===== src/rtl/scratchstack_ctrl.sv =====
// rtl/scratchstack_ctrl.sv - stack pointer owner and PUSH/POP/PEEK/REPLACE sequencer
// for a single-port, registered-read scratch stack RAM.
module scratchstack_ctrl #(
  parameter int DATA_W = 32,
  parameter int ADDR_W = 8
) (
  input  logic              i_clk,
  input  logic              i_rst,
  input  logic              i_cmd_valid,
  output logic              o_cmd_ready,
  input  logic [1:0]        i_cmd_op,
  input  logic [DATA_W-1:0] i_cmd_data,
  output logic              o_rsp_valid,
  output logic [DATA_W-1:0] o_rsp_data,
  output logic              o_rsp_err,
  output logic [ADDR_W:0]   o_depth,
  output logic              o_empty,
  output logic              o_full,
  output logic [ADDR_W-1:0] o_ram_addr,
  output logic [DATA_W-1:0] o_ram_wdata,
  output logic              o_ram_wen,
  input  logic [DATA_W-1:0] i_ram_rdata
);

  typedef enum logic [1:0] {S_IDLE, S_WRITE, S_RD1, S_RD2} state_t;

  localparam logic [1:0] OP_PUSH    = 2'b00;
  localparam logic [1:0] OP_POP     = 2'b01;
  localparam logic [1:0] OP_PEEK    = 2'b10;
  localparam logic [1:0] OP_REPLACE = 2'b11;
  localparam logic [ADDR_W:0] CAPACITY = {1'b1, {ADDR_W{1'b0}}};

  state_t            r_state;
  logic [ADDR_W:0]   r_depth;
  logic              r_grow;
  logic              r_shrink;

  logic [ADDR_W-1:0] w_sp;
  logic [ADDR_W-1:0] w_top;
  logic              w_accept;

  assign w_sp        = r_depth[ADDR_W-1:0];
  assign w_top       = w_sp - ADDR_W'(1);
  assign o_cmd_ready = (r_state == S_IDLE) && !i_rst;
  assign w_accept    = i_cmd_valid && o_cmd_ready;
  assign o_depth     = r_depth;
  assign o_empty     = (r_depth == '0);
  assign o_full      = (r_depth == CAPACITY);

  always_ff @(posedge i_clk or posedge i_rst) begin
    if (i_rst) begin
      r_state     <= S_IDLE;
      r_depth     <= '0;
      r_grow      <= 1'b0;
      r_shrink    <= 1'b0;
      o_ram_addr  <= '0;
      o_ram_wdata <= '0;
      o_ram_wen   <= 1'b0;
      o_rsp_valid <= 1'b0;
      o_rsp_err   <= 1'b0;
      o_rsp_data  <= '0;
    end else begin
      o_rsp_valid <= 1'b0;
      o_rsp_err   <= 1'b0;
      case (r_state)
        S_IDLE: begin
          if (w_accept) begin
            r_grow   <= (i_cmd_op == OP_PUSH);
            r_shrink <= (i_cmd_op == OP_POP);
            case (i_cmd_op)
              OP_PUSH, OP_REPLACE: begin
                if ((i_cmd_op == OP_PUSH) ? o_full : o_empty) begin
                  o_rsp_valid <= 1'b1;
                  o_rsp_err   <= 1'b1;
                end else begin
                  o_ram_addr  <= (i_cmd_op == OP_PUSH) ? w_sp : w_top;
                  o_ram_wdata <= i_cmd_data;
                  o_ram_wen   <= 1'b1;
                  r_state     <= S_WRITE;
                end
              end
              default: begin
                if (o_empty) begin
                  o_rsp_valid <= 1'b1;
                  o_rsp_err   <= 1'b1;
                end else begin
                  o_ram_addr <= w_top;
                  r_state    <= S_RD1;
                end
              end
            endcase
          end
        end
        S_WRITE: begin
          o_ram_wen   <= 1'b0;
          o_rsp_valid <= 1'b1;
          o_rsp_data  <= o_ram_wdata;
          if (r_grow) r_depth <= r_depth + 1'b1;
          r_state     <= S_IDLE;
        end
        // RAM latches the address at the end of RD1; its data is on i_ram_rdata in RD2.
        S_RD1: r_state <= S_RD2;
        S_RD2: begin
          o_rsp_valid <= 1'b1;
          o_rsp_data  <= i_ram_rdata;
          if (r_shrink) r_depth <= r_depth - 1'b1;
          r_state     <= S_IDLE;
        end
        default: r_state <= S_IDLE;
      endcase
    end
  end

endmodule

===== config.mk =====
export PLATFORM = sky130hd
export DESIGN_NAME = scratchstack_ctrl
export DESIGN_NICKNAME = d
export VERILOG_FILES = /design/src/rtl/scratchstack_ctrl.sv
export SDC_FILE = /design/constraint.sdc
export NUM_CORES = 1
export LEC_CHECK = 0
export CAP_MARGIN = 20
export CORE_AREA = 2 2 104 106
export DETAILED_ROUTE_END_ITERATION = 8
export DIE_AREA = 0 0 106 108
export PLACE_DENSITY = 0.73
export SYNTH_ARGS = -nofsm -noshare
export SYNTH_HDL_FRONTEND = slang
export SYNTH_SLANG_ARGS = --single-unit

===== constraint.sdc =====
create_clock -name i_clk -period 3.85 [get_ports i_clk]
set_input_delay 0.385 -clock i_clk [delete_from_list [all_inputs] [get_ports i_clk]]
set_output_delay 0.385 -clock i_clk [all_outputs]
set_load 0.01 [all_outputs]

==> results of run 1 <==
[logic make-up after synthesis]
| logic type | count (synthesis) | share of synthesized area (%) |
|---|---|---|
| adder cells (fa/ha/maj) | 11 | 3.53 |
| XOR/XNOR | 17 | 3.62 |
| buffers and inverters | 24 | 2.98 |
| AND/OR/NAND/NOR | 81 | 9.28 |
| flip-flops | 88 | 53.6 |
| multiplexers | 69 | 18.0 |
| AO/OA/AOI/OAI | 67 | 9.01 |
[layout by cell type (no fill, tap or decap), types with 3 or more instances in the layout]
master           synthesis  final
dfrtp_1                 88     86
xor2_1                   5      5
nor2_1                  45     45
mux2i_1                 32     32
ha_1                    10     10
nand2_1                 13     13
a21oi_1                 45     45
mux2_2                  36     36
clkbuf_8                 0     11
a21o_1                   3      3
clkdlybuf4s50_1          0    155
buf_4                    1      6
xnor2_1                 12     12
nor2b_1                  3      3
a211oi_1                 3      3
and2_1                   4      4
o21ai_0                 12     12
inv_1                    7      6
[worst max-delay path, stage by stage (launching register included)]
cell             delay [ps]
dfrtp_1                 480
nor4_1                  400
and3_2                  320
nor2b_1                 140
clkdlybuf4s50_1         540
[registers in the layout (all words and copies together), names as in the netlist]
signal,cells
r_state,2
r_grow,1
o_rsp_valid,1
o_rsp_data,32
r_shrink,1
o_ram_wen,1
o_depth,9
o_rsp_err,1
o_ram_wdata,32
o_ram_addr,8
[where the power goes]
part	switching, mW	internal, mW	total, mW
Combinational	1.13	1.45	2.58
Clock	0.316	0.401	0.717
Sequential	0.402	1.39	1.79
Total	1.84	3.25	5.09
[per-layer routing]
| metal | share of wire (%) | vias up | wire (um) | GRT usage [%] |
|---|---|---|---|---|
| met1 | 45 | 1537 | 4630 | 24.6 |
| met3 | 8.8 | 10 | 908 | 8.08 |
| li1 | - | 1542 | - | - |
| met5 | 0 | - | 0 | 0 |
| met4 | 1.4 | 0 | 141 | 7.24 |
| met2 | 45 | 124 | 4670 | 28.3 |
[worst max path at each step]
stage / cells after the start / from / slack [ps] / end
global route: 4 / o_depth[3] / 1090 / o_empty
CTS: 4 / o_depth[3] / 1220 / o_empty
finish: 4 / o_depth[3] / 1240 / o_empty
floorplan: 1 / i_rst / 1190 / o_depth[0]
detailed placement: 7 / i_cmd_op[0] / 1260 / o_ram_wdata[25]
global placement: 7 / i_cmd_op[0] / 1280 / o_ram_wdata[8]
[stage by stage]
| step | setup slack, ps | std cells | hold slack, ps | utilization [%] |
|---|---|---|---|---|
| 2_1_floorplan | 1190 | 357 | 470 | - |
| 3_3_place_gp | 1280 | 637 | 495 | 56.5 |
| 3_5_place_dp | 1260 | 637 | 495 | 56.5 |
| 4_1_cts | 1220 | 653 | 514 | 58.7 |
| 5_1_grt | 1090 | 653 | 539 | 58.7 |
| 6_report | 1240 | 653 | 511 | 58.7 |
[cell type report]
class | count | area, um^2 | share of cell area (%)
sequential | 88 | 2200 | 36.7
timing repair buffer | 161 | 1600 | 26.6
tap | 136 | 170 | 2.83
clock buffer | 13 | 159 | 2.64
inverter | 7 | 27.5 | 0.458
multi-input combinational | 245 | 1790 | 29.7
clock inverter | 3 | 65.1 | 1.08
==> results list, run 1 <==
* Post-Synthesis Mean Instance Area: 11.5 um^2
- Gate Count Post-Synth: 357
- The design draws 5.09 mW.
- The layout has 842 filler cells.
- Final count of hold timing violations: 0
- Fin crit period: 2610 ps
* Latest clock arrival within the worst-skew pair: 350 ps
* Post-CTS Setup Inserts: 0
* Worst rel slew slack: 37.0%
- Maximum capacitance violations: 0
- Across the VDD grid, the largest voltage drop is 0.420 mV.
- In the finished design, the share of the clock period the worst path needs comes to 67.9%.
* Maximum number of pins on one net before global-route repair: 54
- First-pass iteration count of the detailed router: 4
- Type of element capturing the critical path: output port
* R2R Path Start: r_state[0]
* Setup TNS Final: 0 ps
- Post-CTS repair changed the size of 0 cells.
* Worst-margin pin slew: 943 ps
* Final Slew Violations: 0
- Root cell of the clock tree: clkbuf_8
* Number of buffers on the longest clock path: 2
* HP Class: reg2reg
- After floorplanning, the core was sized to cover 10200 um^2.
* Fraction of final layout cells with drive strength greater than 1: 13.2%
- The floorplan has 37 rows.
- The critical path in this run is classified as reg2out.
- Final net count: 592
- The H-tree generated during clock tree synthesis spans 3 levels.
- Req. time, crit path: 3460 ps
- RSZ-0062 raised after global routing: false
- Final Cell Area: 6010 um^2
- Synth unique cells: 41
- Remaining antenna violation count: 0
- Top-count cell post-synth: dfrtp_1
- List of most frequent post-synthesis cells: dfrtp_1 (88), a21oi_1 (45), nor2_1 (45), mux2_2 (36), mux2i_1 (32)
- Mapped cell area: 4110 um^2
* Leakage power summed over all cells: 2.49 nW
- Die Area: 11400 um^2
* Finish-stage setup viols: 0
- Routed Wire Length: 10400 um
- Hold Path Origin: r_grow
- The via count of the first global-routing pass came to 3397.
- Sequential cells were found to cover 53.6% of the synthesized design area.
- The first routing iteration left 139 violations.
* Antenna violations before repair: 0
- The endpoint identified for the worst register-to-register timing path is o_depth[8].
* Starting utilization of the core area: 40.2%
- Measured in cells, the most critical reg-to-reg path has a length of 7.
- Setup slack of the worst register-to-register path: 1280 ps
- Predominant post-synthesis flop cell: dfrtp_1
- The routed layout has 3213 vias.
- Buffers placed on the I/O ports in this run total 155.
- Total track usage: 19.0%
- The repair_antennas step left the layout with diodes totalling 0.
* Min-Delay Path Depth: 1
* Number of clock sinks: 88
- Clock-pin slew on the worst setup and hold paths: 80 ps
- Timing would allow up to 383 MHz.
- Leading cell types by total area after synthesis: dfrtp_1 (54%), mux2_2 (9.9%), mux2i_1 (7.8%)
* Number of register bits inferred by synthesis: 88
* Detail Placement HPWL: 7540 um
- Crit path arrival time: 2230 ps
- Yosys printed 0 warnings.
- Dividing total power by cell area gives a power density of 847 nW/um^2.
- The total overflow left after global routing is 0.
- Cell area after placement: 5790 um^2
* Routed wire length per instance: 15.9 um
- For this run, asynchronously set or reset flops after synthesis account for 100%.
- At the end of routability-driven placement, the weighted congestion stood at 0.837.
- Boundary Pins: 156
- Of all cell types, the one taking the most synthesized area is dfrtp_1.
- Synthesis produced a netlist with a net count of 437.
* Sink of the worst hold path: r_grow
* CP Max Fanout: 7
* Die Span Y: 108 um
- First-pass GRT wire length: 16900 um
- The area growth from synthesis to layout is 46.2%.
- In this run, CTS created clock tree buffers numbering 9.
- Die Span X: 106 um
* Skew final: 8.68 ps
- Count of unresolved DRC violations after routing: 0
- Number of hold buffers added after CTS: 0
- After detailed routing, the number of vias per cell comes to 4.92.
- Share of the synthesized area in the top cell type: 53.6%
* Startpoint type of the worst setup path: register
- Number of enable flip-flop cells after synthesis: 0
- The run finished with clean final reports.
- Clock tree from TritonCTS: done
(Power assumes the default switching activity.)
==> inputs of run 2 (changes only) <==
clock period = 2.6 ns   (was 3.85 ns; I/O delays follow)
==> run 2 against run 1 <==
Against the previous run: sequential share of layout area down 0.24 points; combinational power up 54%; critical path type unchanged; clock power up 38%; worst hold slack worse by 220 ps.
==> results list, run 2 (same netlist as run 1, synthesis figures left out) <==
- At the end of the flow, the number of nets in the layout was 596.
* Power, Total: 7.54 mW
* Antenna diode count: 0
- Cell area after placement: 5840 um^2
* DP Worst Slack: 239 ps
- Clock-pin slew on the worst setup and hold paths: 90 ps
- Starting utilization of the core area: 40.2%
* Power density over cell area: 1250 nW/um^2
- Across all hold checks on the routed design, the worst slack comes to 288 ps.
- Routed wire length per instance: 16.1 um
* Count of unresolved DRC violations after routing: 0
- After the flow finishes, the layout carries non-filler instances totaling 657.
- In this run the horizontal extent of the chip is 106 um.
- The smallest clock period supported by the final layout is computed as 2420 ps.
* HP Class: in2async
* Crit path arrival time: 2160 ps
- Setup slack on the worst reg-to-reg path comes out at 240 ps.
- Final Cell Area: 6050 um^2
- The region available for standard cell placement spans 10200 um^2.
* Violation count after the first detailed-route iteration: 87
- Filler Cell Count: 864
- Number of buffers on the longest clock path: 2
* CP Max Fanout: 5
- Vias in the first global route: 3290
* Final count of hold timing violations: 0
- Startpoint type of the worst setup path: register
* Number of buffers inserted by port buffering: 155
- Die Area: 11400 um^2
* Fraction of final layout cells with drive strength greater than 1: 14.4%
- Post-route clock period utilization: 93.0%
- Worst Path Buf+Inv: 1
- Skew final: 5.87 ps
- The root buffer cell chosen for the clock tree is clkbuf_8.
- Final Slew Violations: 0
- Clock tree from TritonCTS: done
- Library cell contributing the largest single delay on the critical path: clkdlybuf4s50_1
- The H-tree generated during clock tree synthesis spans 3 levels.
* Detail Placement HPWL: 7590 um
- Latest clock arrival within the worst-skew pair: 360 ps
* Standard-cell rows: 37
- Area of all sequential standard cells: 2200 um^2
* Area added between synthesis and finish: 47.1%
- The largest single stage delay on the critical path is 540 ps.
- Adding up every negative setup slack in the final design gives 0 ps.
- Entering global routing, the biggest net connects 73 pins.
- DP Cell Count: 641
- Worst rel slew slack: 53.1%
* Achievable frequency: 414 MHz
- Most frequent cells in the layout: clkdlybuf4s50_1 (155), dfrtp_1 (86), nor2_1 (45), a21oi_1 (45), mux2_2 (36)
- Summing over every cut layer, the via total after detailed routing is 3231.
- Inserted Clock Buffers: 9
- The critical path goes through nor4_2 > and3_2 > nor2b_1 > clkdlybuf4s50_1.
- The first global-routing pass estimated 16900 um of wire.
- IR analysis of the VDD net gives a maximum drop of 0.508 mV.
* Boundary Pins: 156
- Remaining antenna violation count: 0
* Most common library cell in the layout ignoring fill and taps: clkdlybuf4s50_1
- Ratio of routed vias to standard cells: 4.92
* Outcome: finished, final reports clean
- The kind of cell with the highest combined delay along the critical path is simple AND/OR/NAND/NOR gates.
- Routability-driven placement finished with a final weighted congestion of 0.920.
- Worst-margin pin slew: 704 ps
- Fin util: 59.1%
- Routed Wire Length: 10600 um
- Die Span Y: 108 um
- The multi-input combinational cells in the finished layout cover a total of 1790 um^2.
- Setup slack closes at 182 ps.
- Final global-route overflow total: 0
- Setup repair after global routing left no endpoint under its margin.
* Type of the worst setup path: reg2out
* Post-CTS Setup Inserts: 0
- The first detailed-routing pass took 4 iterations.
- Setup violations remaining at the end of the flow were counted as 0.
* Leakage power summed over all cells: 2.52 nW
- The initial antenna violation count is 0.
- The tool flagged a number of max-cap violations equal to 0.
- Number of clock sinks: 88
* Total track usage: 19.1%
- STA classifies the critical path endpoint as an output port.
* Number of hold buffers added after CTS: 0
- For the worst setup path, the data required time is 2340 ps.
run 2: changes by cell type in the layout (fill, tap and decap cells not counted), sizes merged:
cell    change
inv         +4
bufinv      -1
clkbuf      -4
clkinv      +1
buf         +4
run 2: cell type report:
type	count	area share [%]
Sequential cell	88	36.5
Multi-Input combinational cell	245	29.6
Timing Repair Buffer	165	27.3
Tap cell	136	2.81
Clock buffer	9	2.05
Clock inverter	7	1.28
Inverter	7	0.455
run 2: power breakdown:
part / internal [mW] / total, mW / leakage, nW / switching [mW]
Combinational: 2.21 / 3.98 / 1.37 / 1.77
Sequential: 2.06 / 2.57 / 1.04 / 0.507
Clock: 0.458 / 0.988 / 0.106 / 0.530
run 2: path summary, 6_finish.rpt:
path	end	start	cells after the start
min in group i_clk	o_ram_wdata[15]	i_cmd_data[15]	2
max	o_empty	o_depth[3]	4
min reg2reg	r_grow	r_grow	1
max in group asynchronous	r_state[0]	i_rst	3
min	o_ram_addr[7]	i_rst	2
max reg2reg	o_depth[8]	r_state[0]	7
run 2: repair_timing:
action	CTS	global route
gates resized for setup	0	1
endpoints found under the setup margin	0	2
hold endpoints to repair	0	0
run 2: worst register-to-register path: stages, from the launching register on:
cell	delay, ps
dfrtp_2	440
and2_1	290
fa_1	470
a211oi_1	360
o21ai_0	190
and2_1	170
a211oi_1	240
xnor2_1	140
run 2: metal layers:
metal	track usage, %	up-vias	wire (um)
met5	0	-	0
met4	6.86	0	167
met3	8.32	13	1120
met2	30.4	114	4960
met1	23.3	1554	4360
li1	-	1550	-
==> inputs of run 3 (changes only) <==
PLACE_DENSITY = 0.77   (was 0.73)
==> run 3 against run 2 <==
Against the previous run: setup slack better by 25 ps; via count is 0.40% higher; sequential cell count stayed put; largest cell class unchanged; final cell count is 0.15% higher; maximum frequency is 1.0% higher; critical endpoint is now o_depth[8]; die area stayed put; highest routed layer unchanged.
==> results list, run 3 (same netlist as run 1, synthesis figures left out) <==
- The first global-routing pass estimated 16500 um of wire.
- After layout, the minimum clock period comes to 2390 ps.
- Setup slack of the worst register-to-register path: 210 ps
- Die Span Y: 108 um
- Based on the critical path, the design can be clocked at up to 418 MHz.
- Final Cell Area: 6070 um^2
- Detailed placement ended at an HPWL of 7320 um.
- The analysis attributes to cell leakage a power of 2.52 nW.
- At the worst endpoint, the arrival time is 2660 ps.
- In the final design database the tool counted 597 nets.
* Cell family contributing the most delay on the critical path: compound AO/OA/AOI/OAI gates
- In this run the remaining antenna-violating nets after routing total 0.
- At the end of routability-driven placement, the weighted congestion stood at 0.923.
* Worst-margin pin slew: 686 ps
- Compared with the post-synthesis result, the final layout area differs by 47.7%.
- # H-tree levels: 3
* Maximum capacitance violations: 0
- Signal routing reaches up to met4.
* Length of routed wiring on met1: 4370 um
- In the final layout, the share of cells above drive strength 1 is 14.6%.
- Peak supply drop: 0.564 mV
- Global routing used 18.4% of the available tracks across all layers.
- Final count of hold timing violations: 0
- The final layout contains routed wiring with a total length of 10200 um.
* Library cell contributing the largest single delay on the critical path: fa_1
- The initial antenna violation count was 0.
- After clock tree synthesis, the clock-pin slew on the worst setup and hold paths is 80 ps.
- Standard-cell rows: 37
- Number of buffers inserted by port buffering: 155
* Power, Total: 7.53 mW
- Floorplan core area: 10200 um^2
- Setup TNS Final: 0 ps
- Overall via count from detail_route: 3244
- Maximum number of pins on one net before global-route repair: 73
- 0 antenna diodes ended up in the layout.
- Between clock sinks in the finished design, the worst skew comes to 11.2 ps.
- Cell area after placement: 5850 um^2
* Post-route clock period utilization: 92.0%
* Number of hold buffers added after CTS: 0
- In the routed design, unresolved DRC markers number 0.
* Violation count after the first detailed-route iteration: 102
- CP Max Fanout: 8
- Traced cell by cell, the critical path runs through and2_1 > fa_1 > a211oi_1 > o21ai_0 > and2_1 > a211oi_1 > xnor2_1.
- Maximum single-stage delay on the critical path: 470 ps
* Vias in the first global route: 3344
* Routed wire length per instance: 15.5 um
* Worst rel slew slack: 54.3%
* Req. time, crit path: 2860 ps
* Starting utilization of the core area: 40.2%
* Routed length on met2: 4840 um
* First-pass iteration count of the detailed router: 5
* HP Class: in2async
- Setup repair after global routing left no endpoint under its margin.
* Most frequent cells in the layout: clkdlybuf4s50_1 (155), dfrtp_1 (86), nor2_1 (45), a21oi_1 (45), mux2_2 (36)
* Die Area: 11400 um^2
* Final global-route overflow total: 0
* Die Span X: 106 um
* Worst R2R Path Depth: 7
- Dividing the detail-routed via count by the number of cells gives 4.93.
- The worst register-to-register path ends at o_depth[8].
- Met3 layer wire length in the routed design: 856 um
* Final Slew Violations: 0
* Number of buffers on the longest clock path: 2
* Inserted Clock Buffers: 9
* R2R Path Start: r_state[0]
- Root cell of the clock tree: clkbuf_8
* Type of the worst setup path: reg2reg
- The library cell used most frequently in the layout, excluding fill and tap cells, is clkdlybuf4s50_1.
- Number of clock sinks: 88
- Latest clock arrival within the worst-skew pair: 350 ps
- Outcome: finished, final reports clean
* Clock tree from TritonCTS: done
* Startpoint type of the worst setup path: register
- Worst Path Buf+Inv: 0
- For this design the ratio of total power to cell area is 1240 nW/um^2.
- Type of element capturing the critical path: register
- Boundary Pins: 156
- Finish-stage setup viols: 0
* Fin util: 59.3%
## run 3: cell count changes in the layout (fill, tap and decap cells not counted)
cell	before	now
inv_8	1	0
inv_6	3	0
clkinv_4	0	1
buf_4	8	9
clkbuf_8	9	12
clkinvlp_4	0	1
clkinv_2	3	2
## run 3: timing repair
| action | in CTS | in global routing |
|---|---|---|
| resized for setup | 0 | 1 |
| buffers inserted | 0 | 0 |
| setup endpoints to repair | 0 | 1 |
## run 3: through the flow
stage | setup slack [ps] | cells | hold WS [ps]
floorplan | 61.4 | 357 | 408
detailed placement | 172 | 642 | 496
global route | 73.7 | 658 | 306
finish | 207 | 658 | 290
global placement | 250 | 642 | 485
CTS | 85.6 | 658 | 288
## run 3: cell type report
class / instances / area [um^2]
Sequential cell: 88 / 2200
Inverter: 7 / 27.5
Multi-Input combinational cell: 245 / 1790
Fill cell: 829 / 4160
Clock inverter: 4 / 51.3
Tap cell: 136 / 170
Clock buffer: 12 / 165
Timing Repair Buffer: 166 / 1660
## run 3: report_power, final
group	internal, mW	leakage, nW	total [mW]	switching, mW
sequential	2.06	1.04	2.58	0.515
combinational	2.20	1.38	3.96	1.75
clock	0.524	0.109	1.00	0.479
total	4.79	2.52	7.53	2.74
## run 3: worst max-delay path by stage
stage	endpoint	from	slack [ps]	cells after the start
6_report	o_depth[8]	r_state[0]	210	7
5_1_grt	o_empty	o_depth[3]	70	4
4_1_cts	o_empty	o_depth[6]	90	4
3_5_place_dp	o_ram_addr[3]	i_cmd_op[0]	170	9
3_3_place_gp	o_ram_addr[5]	i_cmd_op[0]	250	8
2_1_floorplan	o_depth[0]	i_rst	60	1
## run 3: metal layers
metal	up-vias	track usage, %
met5	-	0
met3	10	6.63
met1	1553	23.2
met4	0	6.39
li1	1560	-
met2	121	29.5
